$ cat config.mk
export PLATFORM = sky130hd
export DESIGN_NAME = silife_host_ctrl
export DESIGN_NICKNAME = d
export VERILOG_FILES = /design/src/rtl/silife_host_pkg.sv /design/src/rtl/silife_host_ctrl.sv
export SDC_FILE = /design/constraint.sdc
export NUM_CORES = 1
export LEC_CHECK = 0
export CORE_MARGIN = 10
export CORE_UTILIZATION = 53
export DETAILED_ROUTE_END_ITERATION = 16
export GPL_ROUTABILITY_DRIVEN = 0
export HOLD_SLACK_MARGIN = 0.03
export PLACE_DENSITY = 0.85
export SLEW_MARGIN = 10
export SYNTH_ARGS = -nofsm -noshare
export SYNTH_HDL_FRONTEND = slang
export SYNTH_SLANG_ARGS = --single-unit
$ cat constraint.sdc
create_clock -name clk -period 2.8 [get_ports clk]
set_input_delay 0.56 -clock clk [delete_from_list [all_inputs] [get_ports clk]]
set_output_delay 0.56 -clock clk [all_outputs]
set_load 0.05 [all_outputs]
$ cat src/rtl/silife_host_pkg.sv
// silife_host_pkg: shared types and life_ui field positions for the silife host controller.
// Imported by silife_host_ctrl.
package silife_host_pkg;

    typedef enum logic [1:0] {
        OP_LOAD = 2'd0,
        OP_RUN  = 2'd1,
        OP_DUMP = 2'd2,
        OP_RSVD = 2'd3
    } op_e;

    typedef enum logic [2:0] {
        ST_IDLE,
        ST_LOAD,
        ST_RUN,
        ST_DUMP_SEL,
        ST_DUMP_WAIT,
        ST_DUMP_OUT
    } state_e;

    localparam int UI_WR_EN   = 7;
    localparam int UI_EN      = 6;
    localparam int UI_ROW_LSB = 0;
    localparam int UI_ROW_W   = 5;
    localparam int MAX_ROWS   = 32;
    localparam int ROW_W      = $clog2(MAX_ROWS);

    function automatic logic [7:0] ui_word(
        input logic                wr,
        input logic                en,
        input logic [UI_ROW_W-1:0] row
    );
        logic [7:0] w;
        w = '0;
        w[UI_WR_EN] = wr;
        w[UI_EN] = en;
        w[UI_ROW_LSB +: UI_ROW_W] = row;
        return w;
    endfunction

endpackage

$ cat src/rtl/silife_host_ctrl.sv
// silife_host_ctrl: LOAD / RUN / DUMP host initiator driving the silife grid pins.
// Optional abort input enabled by SILIFE_HOST_ABORT_EN.
module silife_host_ctrl
    import silife_host_pkg::*;
#(
    parameter int ROWS   = 32,
    parameter int SETTLE = 1
) (
    input  logic        clk,
    input  logic        rst_n,
`ifdef SILIFE_HOST_ABORT_EN
    input  logic        abort,
`endif
    input  logic        cmd_valid,
    output logic        cmd_ready,
    input  logic [1:0]  cmd_op,
    input  logic [15:0] cmd_count,
    input  logic [7:0]  load_data,
    input  logic        load_valid,
    output logic        load_ready,
    output logic [7:0]  dump_data,
    output logic [4:0]  dump_row,
    output logic        dump_valid,
    input  logic        dump_ready,
    output logic        busy,
    output logic [7:0]  life_ui,
    output logic [7:0]  life_uio,
    input  logic [7:0]  life_uo
);

    localparam logic [ROW_W-1:0] LAST_ROW    = ROW_W'(ROWS - 1);
    localparam logic [2:0]       LAST_SETTLE = 3'(SETTLE - 1);

    state_e           r_state;
    logic [ROW_W-1:0] r_row;
    logic [2:0]       r_settle;
    logic [15:0]      r_gen;
    logic [7:0]       r_ui;
    logic [7:0]       r_uio;
    logic [7:0]       r_dump_data;
    logic [4:0]       r_dump_row;
    logic             r_dump_valid;
    logic             r_load_ready;
    logic             r_cmd_ready;
    logic             r_busy;

    state_e           w_state_nxt;
    logic [ROW_W-1:0] w_row_nxt;
    logic [2:0]       w_settle_nxt;
    logic [15:0]      w_gen_nxt;
    logic [7:0]       w_ui_nxt;
    logic [7:0]       w_uio_nxt;
    logic [7:0]       w_dump_data_nxt;
    logic [4:0]       w_dump_row_nxt;
    logic             w_dump_valid_nxt;
    logic             w_wr_nxt;
    logic             w_en_nxt;
    logic [4:0]       w_sel_nxt;
    logic             w_cmd_hs;
    logic             w_load_hs;
    logic             w_dump_hs;
    logic             w_abort;

`ifdef SILIFE_HOST_ABORT_EN
    assign w_abort = abort;
`else
    assign w_abort = 1'b0;
`endif

    assign w_cmd_hs  = cmd_valid & r_cmd_ready;
    assign w_load_hs = load_valid & r_load_ready;
    assign w_dump_hs = r_dump_valid & dump_ready;

    always_comb begin
        w_state_nxt      = r_state;
        w_row_nxt        = r_row;
        w_settle_nxt     = r_settle;
        w_gen_nxt        = r_gen;
        w_uio_nxt        = r_uio;
        w_sel_nxt        = r_ui[UI_ROW_LSB +: UI_ROW_W];
        w_wr_nxt         = 1'b0;
        w_dump_data_nxt  = r_dump_data;
        w_dump_row_nxt   = r_dump_row;
        w_dump_valid_nxt = r_dump_valid;

        unique case (r_state)
            ST_IDLE: begin
                if (w_cmd_hs) begin
                    unique case (op_e'(cmd_op))
                        OP_LOAD: begin
                            w_state_nxt = ST_LOAD;
                            w_row_nxt   = '0;
                        end
                        OP_RUN: begin
                            if (cmd_count != 16'd0) begin
                                w_state_nxt = ST_RUN;
                                w_gen_nxt   = cmd_count;
                            end
                        end
                        OP_DUMP: begin
                            w_state_nxt = ST_DUMP_SEL;
                            w_row_nxt   = '0;
                        end
                        OP_RSVD: ;
                    endcase
                end
            end
            ST_LOAD: begin
                if (w_load_hs) begin
                    w_wr_nxt  = 1'b1;
                    w_sel_nxt = r_row;
                    w_uio_nxt = load_data;
                    w_row_nxt = r_row + 1'b1;
                    if (r_row == LAST_ROW) begin
                        w_state_nxt = ST_IDLE;
                        w_row_nxt   = '0;
                    end
                end
            end
            ST_RUN: begin
                // r_gen holds the generations still to be clocked, this one included
                w_gen_nxt = r_gen - 16'd1;
                if (r_gen == 16'd1) begin
                    w_state_nxt = ST_IDLE;
                end
            end
            ST_DUMP_SEL: begin
                w_sel_nxt    = r_row;
                w_settle_nxt = '0;
                w_state_nxt  = ST_DUMP_WAIT;
            end
            ST_DUMP_WAIT: begin
                w_settle_nxt = r_settle + 3'd1;
                if (r_settle == LAST_SETTLE) begin
                    w_state_nxt      = ST_DUMP_OUT;
                    w_dump_data_nxt  = life_uo;
                    w_dump_row_nxt   = r_row;
                    w_dump_valid_nxt = 1'b1;
                end
            end
            ST_DUMP_OUT: begin
                if (w_dump_hs) begin
                    w_dump_valid_nxt = 1'b0;
                    w_row_nxt        = r_row + 1'b1;
                    w_state_nxt      = ST_DUMP_SEL;
                    if (r_row == LAST_ROW) begin
                        w_state_nxt = ST_IDLE;
                        w_row_nxt   = '0;
                    end
                end
            end
            default: w_state_nxt = ST_IDLE;
        endcase

        if (w_abort && (r_state != ST_IDLE)) begin
            w_state_nxt      = ST_IDLE;
            w_row_nxt        = '0;
            w_settle_nxt     = '0;
            w_gen_nxt        = '0;
            w_wr_nxt         = 1'b0;
            w_dump_valid_nxt = 1'b0;
        end

        // en is a pure decode of the next state, so it can never overlap wr_en
        w_en_nxt = (w_state_nxt == ST_RUN);
        w_ui_nxt = ui_word(w_wr_nxt, w_en_nxt, w_sel_nxt);
    end

    always_ff @(posedge clk or negedge rst_n) begin
        if (!rst_n) begin
            r_state      <= ST_IDLE;
            r_row        <= '0;
            r_settle     <= '0;
            r_gen        <= '0;
            r_ui         <= '0;
            r_uio        <= '0;
            r_dump_data  <= '0;
            r_dump_row   <= '0;
            r_dump_valid <= 1'b0;
            r_load_ready <= 1'b0;
            r_cmd_ready  <= 1'b1;
            r_busy       <= 1'b0;
        end else begin
            r_state      <= w_state_nxt;
            r_row        <= w_row_nxt;
            r_settle     <= w_settle_nxt;
            r_gen        <= w_gen_nxt;
            r_ui         <= w_ui_nxt;
            r_uio        <= w_uio_nxt;
            r_dump_data  <= w_dump_data_nxt;
            r_dump_row   <= w_dump_row_nxt;
            r_dump_valid <= w_dump_valid_nxt;
            r_load_ready <= (w_state_nxt == ST_LOAD);
            r_cmd_ready  <= (w_state_nxt == ST_IDLE);
            r_busy       <= (w_state_nxt != ST_IDLE);
        end
    end

    assign cmd_ready  = r_cmd_ready;
    assign load_ready = r_load_ready;
    assign busy       = r_busy;
    assign life_ui    = r_ui;
    assign life_uio   = r_uio;
    assign dump_data  = r_dump_data;
    assign dump_row   = r_dump_row;
    assign dump_valid = r_dump_valid;

endmodule

* After elaboration in Yosys (flattened, before gate mapping)
Cells that the tools add are included.
** Cells by class
- Add/subtract/negate cells :: 3
- $mul :: 0
- Div/mod/pow operators :: 0
- Magnitude comparators :: 0
- Equality and inequality tests :: 18
- Shifts and indexed selects :: 0
- Mux-type cells :: 28
- Bitwise logic cells :: 3
- Reductions and logical operators :: 18
** Operators by type and width (number)
- 2-to-1 mux 16 bit :: 3
- one-hot mux 16 bit (2 select lines) :: 1
- 2-to-1 mux 5 bit :: 6
- 2-to-1 mux 3 bit :: 7
- one-hot mux 3 bit (6 select lines) :: 1
- == test 16 x 1 -> 1 bit, second input constant :: 1
- nonzero test 16 bit :: 1
- subtractor 16 x 1 -> 16 bit, second input constant :: 1
- one-hot mux 5 bit (3 select lines) :: 1
- != test 2 bit, second input constant :: 6
- one-hot mux 5 bit (2 select lines) :: 1
- == test 3 x 2 -> 1 bit, second input constant :: 3
- logical NOT 3 bit :: 3
- one-hot mux 3 bit (3 select lines) :: 1
- nonzero test 2 bit :: 4
- == test 3 x 1 -> 1 bit, second input constant :: 2
- == test 3 bit, second input constant :: 2
- one-hot mux 3 bit (2 select lines) :: 1
- AND reduction 2 bit :: 3
- nonzero test 3 bit :: 2
- adder 5 x 1 -> 5 bit, second input constant :: 1
- == test 5 bit, second input constant :: 1
- AND reduction 5 bit :: 1
- 2-to-1 mux 1 bit :: 4
- 11 further kinds :: 13
** Word-level totals
- Flip-flop bits (word level) :: 59
- Bits in latches :: 0
- RAM bits :: 0
- Bits in read-only memories :: 0
- Input port bits :: 39
- Output and inout bits :: 33
- Logic and storage cells :: 83
- Memories kept :: 0

* Depth between registers and ports, before layout
Gate-level depths: netlist (run 1).
- Depth in word-level cells :: 6
- Depth in mapped cells :: 8
- Depth with buffers taken out :: 8

* Worst setup path after synthesis (run 1)
No wires, ideal clock.
- Path kind :: reg2reg
- Start point :: register r_cmd_ready, in the netlist cmd_ready
- End point :: register r_gen[5]
- Library setup time :: 0.126 ns
- Arrival :: 1.889 ns
- Required time :: 2.674 ns
- Path slack :: 0.785 ns
- Stages on the path, launching flop included :: 6
- Buffers on the path :: 1
- Clock period less this slack :: 2.015 ns
- Cells stage by stage :: dfstp_2 nor4bb_1 and3b_1 a21oi_1 buf_2 a221o_1
** Between the ends
- Word-level cells in the longest chain between the ends :: 3
** RTL lines
- start: declaration :: RTL line silife_host_ctrl.sv:44 : logic r_cmd_ready;
- start signal: assignment :: RTL line silife_host_ctrl.sv:194 : r_cmd_ready <= (w_state_nxt == ST_IDLE);
- bitwise AND 1 bit :: RTL line silife_host_ctrl.sv:70 : assign w_cmd_hs = cmd_valid & r_cmd_ready;
- != test 2 bit (no source line)
- AND reduction 4 bit (no source line)
- end signal: assignment :: RTL line silife_host_ctrl.sv:187 : r_gen <= w_gen_nxt;
- end: declaration :: RTL line silife_host_ctrl.sv:37 : logic [15:0] r_gen;
Every way passes these cells.
A chain may end at the register's enable or synchronous reset.

* Worst setup path after layout (run 1)
- Start point :: input cmd_valid
- End point :: register r_gen[10]
** Between the ends
- Word-level cells in the longest chain between the ends :: 3
** RTL lines
- start: declaration :: RTL line silife_host_ctrl.sv:14 : input logic cmd_valid,
- bitwise AND 1 bit :: RTL line silife_host_ctrl.sv:70
- != test 2 bit (no source line)
- AND reduction 4 bit (no source line)
Every way passes these cells.

==> results.py, run 1 <==
metrics = {
    "cells_and_area": {
        "drive_above_1_share_pct": 16.3,
        "regArea_sq_um": 1480,
        "multi_input_area_sq_um": 1410,
        "diodes": 0,
        "nNetsFinal": 407,
        "syn_to_final_growth_pct": 33.3,
        "fillers": 393,
    },
    "floorplanning": {
        "fp-row-count": 27,
        "coreArea_sq_um": 5470,
        "fp.dieW_um": 94.7,
        "dieArea_sq_um": 8970,
        "ioPinCount": 72,
        "dieHeight_um": 94.7,
        "start_util_pct": 54.1,
    },
    "grt": {
        "grt_use_total_pct": 16.7,
        "gr-total-overflow": 0,
        "antenna_found_initial": 0,
        "grt_pass1_vias": 2502,
        "grt_start_max_net_pins": 35,
        "grt_pass1_wl_mm": 11.9,
    },
    "detailed_routing": {
        "drt_iter0_drc": 151,
        "ant_nets": 0,
        "wl_per_cell_um": 17.1,
        "drc_errors": 0,
        "drtPass1Iterations": 4,
        "drt-total-wl_mm": 7.49,
        "num_vias": 2546,
        "via_per_inst": 5.80,
    },
    "critical_path": {
        "worstSetupEndpointType": "register",
        "r2r_setup_slack_ns": 0.60,
        "cp.arrival_ns": 2.50,
        "worst-setup-path-type": "in2reg",
        "crit_required_ns": 3.04,
        "cp_max_fo": 10,
        "cp-start-kind": "primary input",
    },
    "sta": {
        "worst_slew_pin_slew_ns": 0.760,
        "rsz0062_at_grt": "false",
        "max-slew-margin-rel_pct": 49.2,
        "hold_viol": 0,
        "skew_ns": 0.00754,
        "period_minus_slack_ns": 2.25,
        "period_share_pct": 80.5,
        "fmax_mhz": 444,
        "finalSetupTns_ns": 0,
        "slew_violations": 0,
        "setup_violations": 0,
    },
    "cts": {
        "hold_buffers": 0,
        "clock_path_buffers": 2,
        "post_cts_buffers": 0,
        "clk_pin_slew_ns": 0.06,
        "cts-resized-gates": 0,
        "h-tree-depth": 3,
        "clock_latency_ns": 0.34,
        "cts.sinks": 59,
        "cts_tree": "built",
        "cts-buffers-inserted": 9,
        "cts_root_buf": "clkbuf_8",
    },
    "logic_synthesis": {
        "syn-num-nets": 331,
        "synth_edf_count": 0,
        "syn_avg_cell_area_sq_um": 10.4,
        "yosys_most_used_dff": "dfrtp_1",
        "netlist_instances": 286,
        "yosys.area.top_type": "dfrtp_1",
        "yosysTopAreaCellShare_pct": 49.0,
        "async_reset_ff_share_pct": 100,
        "netlist-cell-type-count": 47,
        "ys_warn_count": 0,
        "ys_top_cells_by_area": "dfrtp_1 (49%), mux2_2 (10%), o21ai_0 (3.6%), nand2_1 (3.2%), a21oi_1 (2.9%)",
        "netlist_area_sq_um": 2960,
        "ys_seq_elements": 59,
        "seq_area_frac_synth_pct": 49.9,
    },
    "job": {
        "cap_violations": 0,
    },
    "placed_design": {
        "hpwlAfterDp_mm": 5.73,
        "numPortBuffers": 70,
    },
    "pwr": {
        "vdd_ir_drop_max_mv": 0.600,
        "p_per_area_nw_per_um2": 949,
        "fin_total_pwr_uw": 3750,
        "p_leak_uw": 0.00161,
    },
    "min_path": {
        "hp-class": "in2async",
    },
    "status": {
        "status": "finished, final reports clean",
    },
}
==> per-layer routing <==
metal / track usage, % / routed length [um]
met1: 20.5 / 3230
met5: 0 / 0
met3: 5.63 / 628
met4: 6.86 / 125
met2: 26.7 / 3500
==> cell families after synthesis <==
logic type               share of synthesized area, %
AO/OA/AOI/OAI                                    14.4
XOR/XNOR                                        0.296
buffers and inverters                            2.45
AND/OR/NAND/NOR                                  19.3
flip-flops                                       49.9
other                                           0.127
adder cells (fa/ha/maj)                          2.54
multiplexers                                     10.9
==> sequential cells by signal, summed over array words and instances (netlist names), 3 cells and up <==
name	flops
dump_row	5
dump_data	8
r_row	5
r_settle	3
r_gen	16
life_ui	7
life_uio	8
r_state	3
==> worst paths after layout <==
path                            startpoint          end  depth (start not counted)
worst max-delay path             cmd_valid    r_gen[10]                          7
worst max register to register  r_state[0]    r_gen[10]                          5
min in group clk                life_ui[0]   life_ui[0]                          1
max in group asynchronous            rst_n    cmd_ready                          2
worst min-delay path                 rst_n  life_uio[2]                          1
worst min register to register  life_ui[0]   life_ui[0]                          1
==> critical path: stages <==
cell and delay (ns):
clkdlybuf4s50_1 0.47, nor4bb_1 0.32, buf_4 0.18, and3b_1 0.23, and3_1 0.40, nor2_1 0.09
o31ai_1 0.23
==> cells in the final DEF, fill, tap and decap left out, types with 6 or more instances in the layout <==
master           count
clkdlybuf4s50_1     69
dfrtp_1             58
mux2_2              27
nand2_1             25
nor2_1              22
o21ai_0             21
a21oi_1             17
clkbuf_8            10
nor4_1               9
nand2b_1             8
inv_1                6
nor3_1               6
o211ai_1             6
ha_1                 6
==> through the flow <==
step                hold WS (ns)  utilization, %  instance area [sq um]  cells  setup WS, ns
floorplan                  0.264               -                   2960    286         0.785
global placement           0.487            68.6                   3750    423         0.280
detailed placement         0.493            68.6                   3750    423         0.182
CTS                        0.224            72.1                   3950    439         0.558
global route               0.249            72.1                   3950    439         0.396
finish                     0.210            72.1                   3950    439         0.546
==> final cells by class <==
type,instances,share of cell area [%]
flip-flops and latches,59,37.4
clock inverters,5,1.33
clock buffers,11,3.58
inverters,6,0.571
repair buffers,76,19.1
well taps,72,2.28
multi-input cells,210,35.7
==> cell usage after synthesis, types with 3 or more instances <==
cell,number
a21oi_1,17
a221o_1,3
a31oi_1,3
and3_1,3
buf_2,4
clkbuf_1,6
dfrtp_1,58
ha_1,6
inv_1,6
mux2_2,27
nand2_1,25
nand2b_1,8
nand3_1,5
nand4_1,5
nor2_1,22
nor2b_1,4
nor3_1,6
nor4_1,9
o211ai_1,6
o21a_1,3
o21ai_0,21
or2_2,4
or3_1,5
==> where the power goes <==
| group | total (uW) | internal [uW] | switching, uW |
|---|---|---|---|
| clock | 760 | 430 | 330 |
| sequential | 1360 | 1130 | 236 |
| combinational | 1620 | 635 | 988 |
| total | 3750 | 2190 | 1550 |
Note: power is estimated with default switching activity, not from simulation.
==> run 2: changes to the inputs <==
- CORE_UTILIZATION: 53 -> 49
- PLACE_DENSITY: 0.85 -> 0.79
- clock period: 2.8 -> 2.3 ns (I/O delays scaled with it)
==> run 2 against run 1 <==
  * Wire length up 1.8%
  * Sequential share of layout area down 1.8 points
  * Global-route usage down 0.49 points
  * Sequential cell count unchanged
  * Cell area up 5.0%
  * Utilization down 1.7 points
  * Critical path depth up 1
  * First-iteration DRC count down 21%
  * Critical path type unchanged
  * Critical endpoint unchanged
  * Highest routed layer unchanged
==> results.py, run 2 (synthesized netlist as in run 1, its figures left out) <==
metrics = {
    "status": {
        "status": "finished, final reports clean",
    },
    "floorplanning": {
        "start_util_pct": 50.3,
        "dieArea_sq_um": 9550,
        "fp.dieW_um": 97.7,
        "fp-row-count": 28,
        "coreArea_sq_um": 5890,
        "dieHeight_um": 97.7,
        "ioPinCount": 72,
    },
    "critical_path": {
        "cpPeakStageDelay_ns": 0.46,
        "worst-setup-path-type": "in2reg",
        "critPathBufInv": 3,
        "crit_required_ns": 2.53,
        "cp_max_fo": 7,
        "worstSetupEndpointType": "register",
        "cp.arrival_ns": 2.37,
        "path_common_cell": "buf_4",
        "path_cells": "clkdlybuf4s50_1 -> nor4bb_1 -> buf_4 -> and3b_1 -> and3_2 -> buf_4 -> nor2_1 -> o31ai_1",
        "crit_family": "simple AND/OR/NAND/NOR gates",
        "cp-start-kind": "primary input",
        "cpMaxStageDelayCell": "clkdlybuf4s50_1",
    },
    "cells_and_area": {
        "drive_above_1_share_pct": 21.1,
        "syn_to_final_growth_pct": 40.0,
        "largest_reg_flops": 16,
        "final_common_cell": "clkdlybuf4s50_1",
        "layout_common_cells": "clkdlybuf4s50_1 (69), dfrtp_1 (58), mux2_2 (27), nand2_1 (25), buf_4 (25)",
        "regMostFlops": "r_gen",
        "fillers": 461,
        "nNetsFinal": 428,
        "diodes": 0,
    },
    "cts": {
        "h-tree-depth": 3,
        "clk_pin_slew_ns": 0.07,
        "cts.sinks": 59,
        "post_cts_buffers": 0,
        "clock_latency_ns": 0.33,
        "cts-buffers-inserted": 9,
        "cts_root_buf": "clkbuf_8",
        "cts_tree": "built",
        "clock_path_buffers": 2,
    },
    "pwr": {
        "p_per_area_nw_per_um2": 1140,
        "p_switching_uw": 1910,
        "fin_total_pwr_uw": 4720,
        "p_leak_uw": 0.00172,
        "share_comb_of_total_power_pct": 42.8,
        "vdd_ir_drop_max_mv": 0.826,
        "seqPwrFrac_pct": 34.7,
        "clkPwrFrac_pct": 22.5,
        "p_int_uw": 2810,
        "switching_share_pct": 40.5,
    },
    "placed_design": {
        "numPortBuffers": 70,
        "hpwlAfterDp_mm": 5.80,
        "place_ws_ns": -0.213,
    },
    "sta": {
        "rsz0062_at_grt": "false",
        "skew_ns": 0.00599,
        "fmax_mhz": 467,
        "hold_viol": 0,
        "worst_slew_pin_slew_ns": 0.531,
        "fin_ws_ns": 0.159,
        "period_share_pct": 93.1,
        "max-slew-margin-rel_pct": 64.5,
        "period_minus_slack_ns": 2.14,
        "slew_violations": 0,
        "setup_violations": 0,
    },
    "job": {
        "cap_violations": 0,
    },
    "detailed_routing": {
        "wl_per_cell_um": 16.5,
        "drt-total-wl_mm": 7.62,
        "drc_errors": 0,
        "drtPass1Iterations": 4,
        "num_vias": 2574,
        "ant_nets": 0,
        "via_per_inst": 5.56,
        "drt_iter0_drc": 120,
    },
    "grt": {
        "grt_pass1_vias": 2751,
        "grt_start_max_net_pins": 28,
        "grt_use_total_pct": 16.3,
        "grt_pass1_wl_mm": 13.1,
        "antenna_found_initial": 0,
        "gr-total-overflow": 0,
    },
    "min_path": {
        "hp-class": "reg2reg",
    },
}
[run 2: metal layers]
layer  vias to the layer above  track usage, %  share of wire, %
met1                      1219            19.8                44
li1                       1250               -                 -
met5                         -               0                 0
met4                         0            4.36              0.73
met2                        99            26.9                48
met3                         6            5.48               6.8
[run 2: worst paths after layout]
path,startpoint,endpoint,slack [ns],depth (start not counted)
setup / recovery,cmd_valid,r_gen[10],0.16,8
hold / removal,dump_data[7],dump_data[7],0.51,1
setup reg to reg,cmd_ready,r_gen[10],0.29,7
hold reg to reg,dump_data[7],dump_data[7],0.51,1
max in group asynchronous,rst_n,r_gen[11],1.14,3
min in group asynchronous,rst_n,dump_data[7],0.56,2
[run 2: per-stage QoR]
step | hold slack (ns) | instances | util (%) | cell area [sq um] | TNS [ns]
final | 0.506 | 463 | 70.4 | 4150 | 0
after global routing | 0.530 | 463 | 70.4 | 4150 | 0
after CTS | 0.508 | 463 | 70.4 | 4140 | 0
after detailed placement | 0.389 | 446 | 66.4 | 3910 | -1.42
after global placement | 0.384 | 446 | 66.4 | 3910 | -0.408
after floorplan | 0.164 | 286 | - | 2960 | 0
[run 2: layout make-up]
| type | instances | area (sq um) | share of cell area (%) |
|---|---|---|---|
| clock inverter | 6 | 88.8 | 2.14 |
| tap | 75 | 93.8 | 2.26 |
| sequential | 59 | 1480 | 35.6 |
| clock buffer | 10 | 138 | 3.32 |
| multi-input combinational | 210 | 1410 | 34.0 |
| inverter | 6 | 22.5 | 0.543 |
| timing repair buffer | 97 | 913 | 22.0 |
[run 2: timing repair]
action                                  4_1_cts  5_1_grt
hold buffers                                  1        0
hold endpoints to repair                     13        0
gates resized for setup                       0        1
endpoints found under the setup margin        0        1
[run 2: worst reg2reg max path, cell delays in order (launching register included)]
cell      delay (ns)
dfstp_2         0.53
nor4bb_1        0.27
buf_4           0.18
and3b_1         0.21
and3_2          0.29
buf_4           0.14
nor2_1          0.04
o31ai_1         0.26
[run 2: power by group through the flow]
stage,logic [uW],registers [uW],clock network [uW]
5_1_grt,2150,1690,1130
3_5_place_dp,2030,1650,0
2_1_floorplan,586,2340,0
4_1_cts,2040,1640,1090
3_3_place_gp,2000,1630,0
6_report,2020,1640,1060
==> run 3: changes to the inputs <==
- CAP_MARGIN: not set -> 20
==> results of run 3 <==
No change in the layout: final DEF, timing and power equal those of run 2.
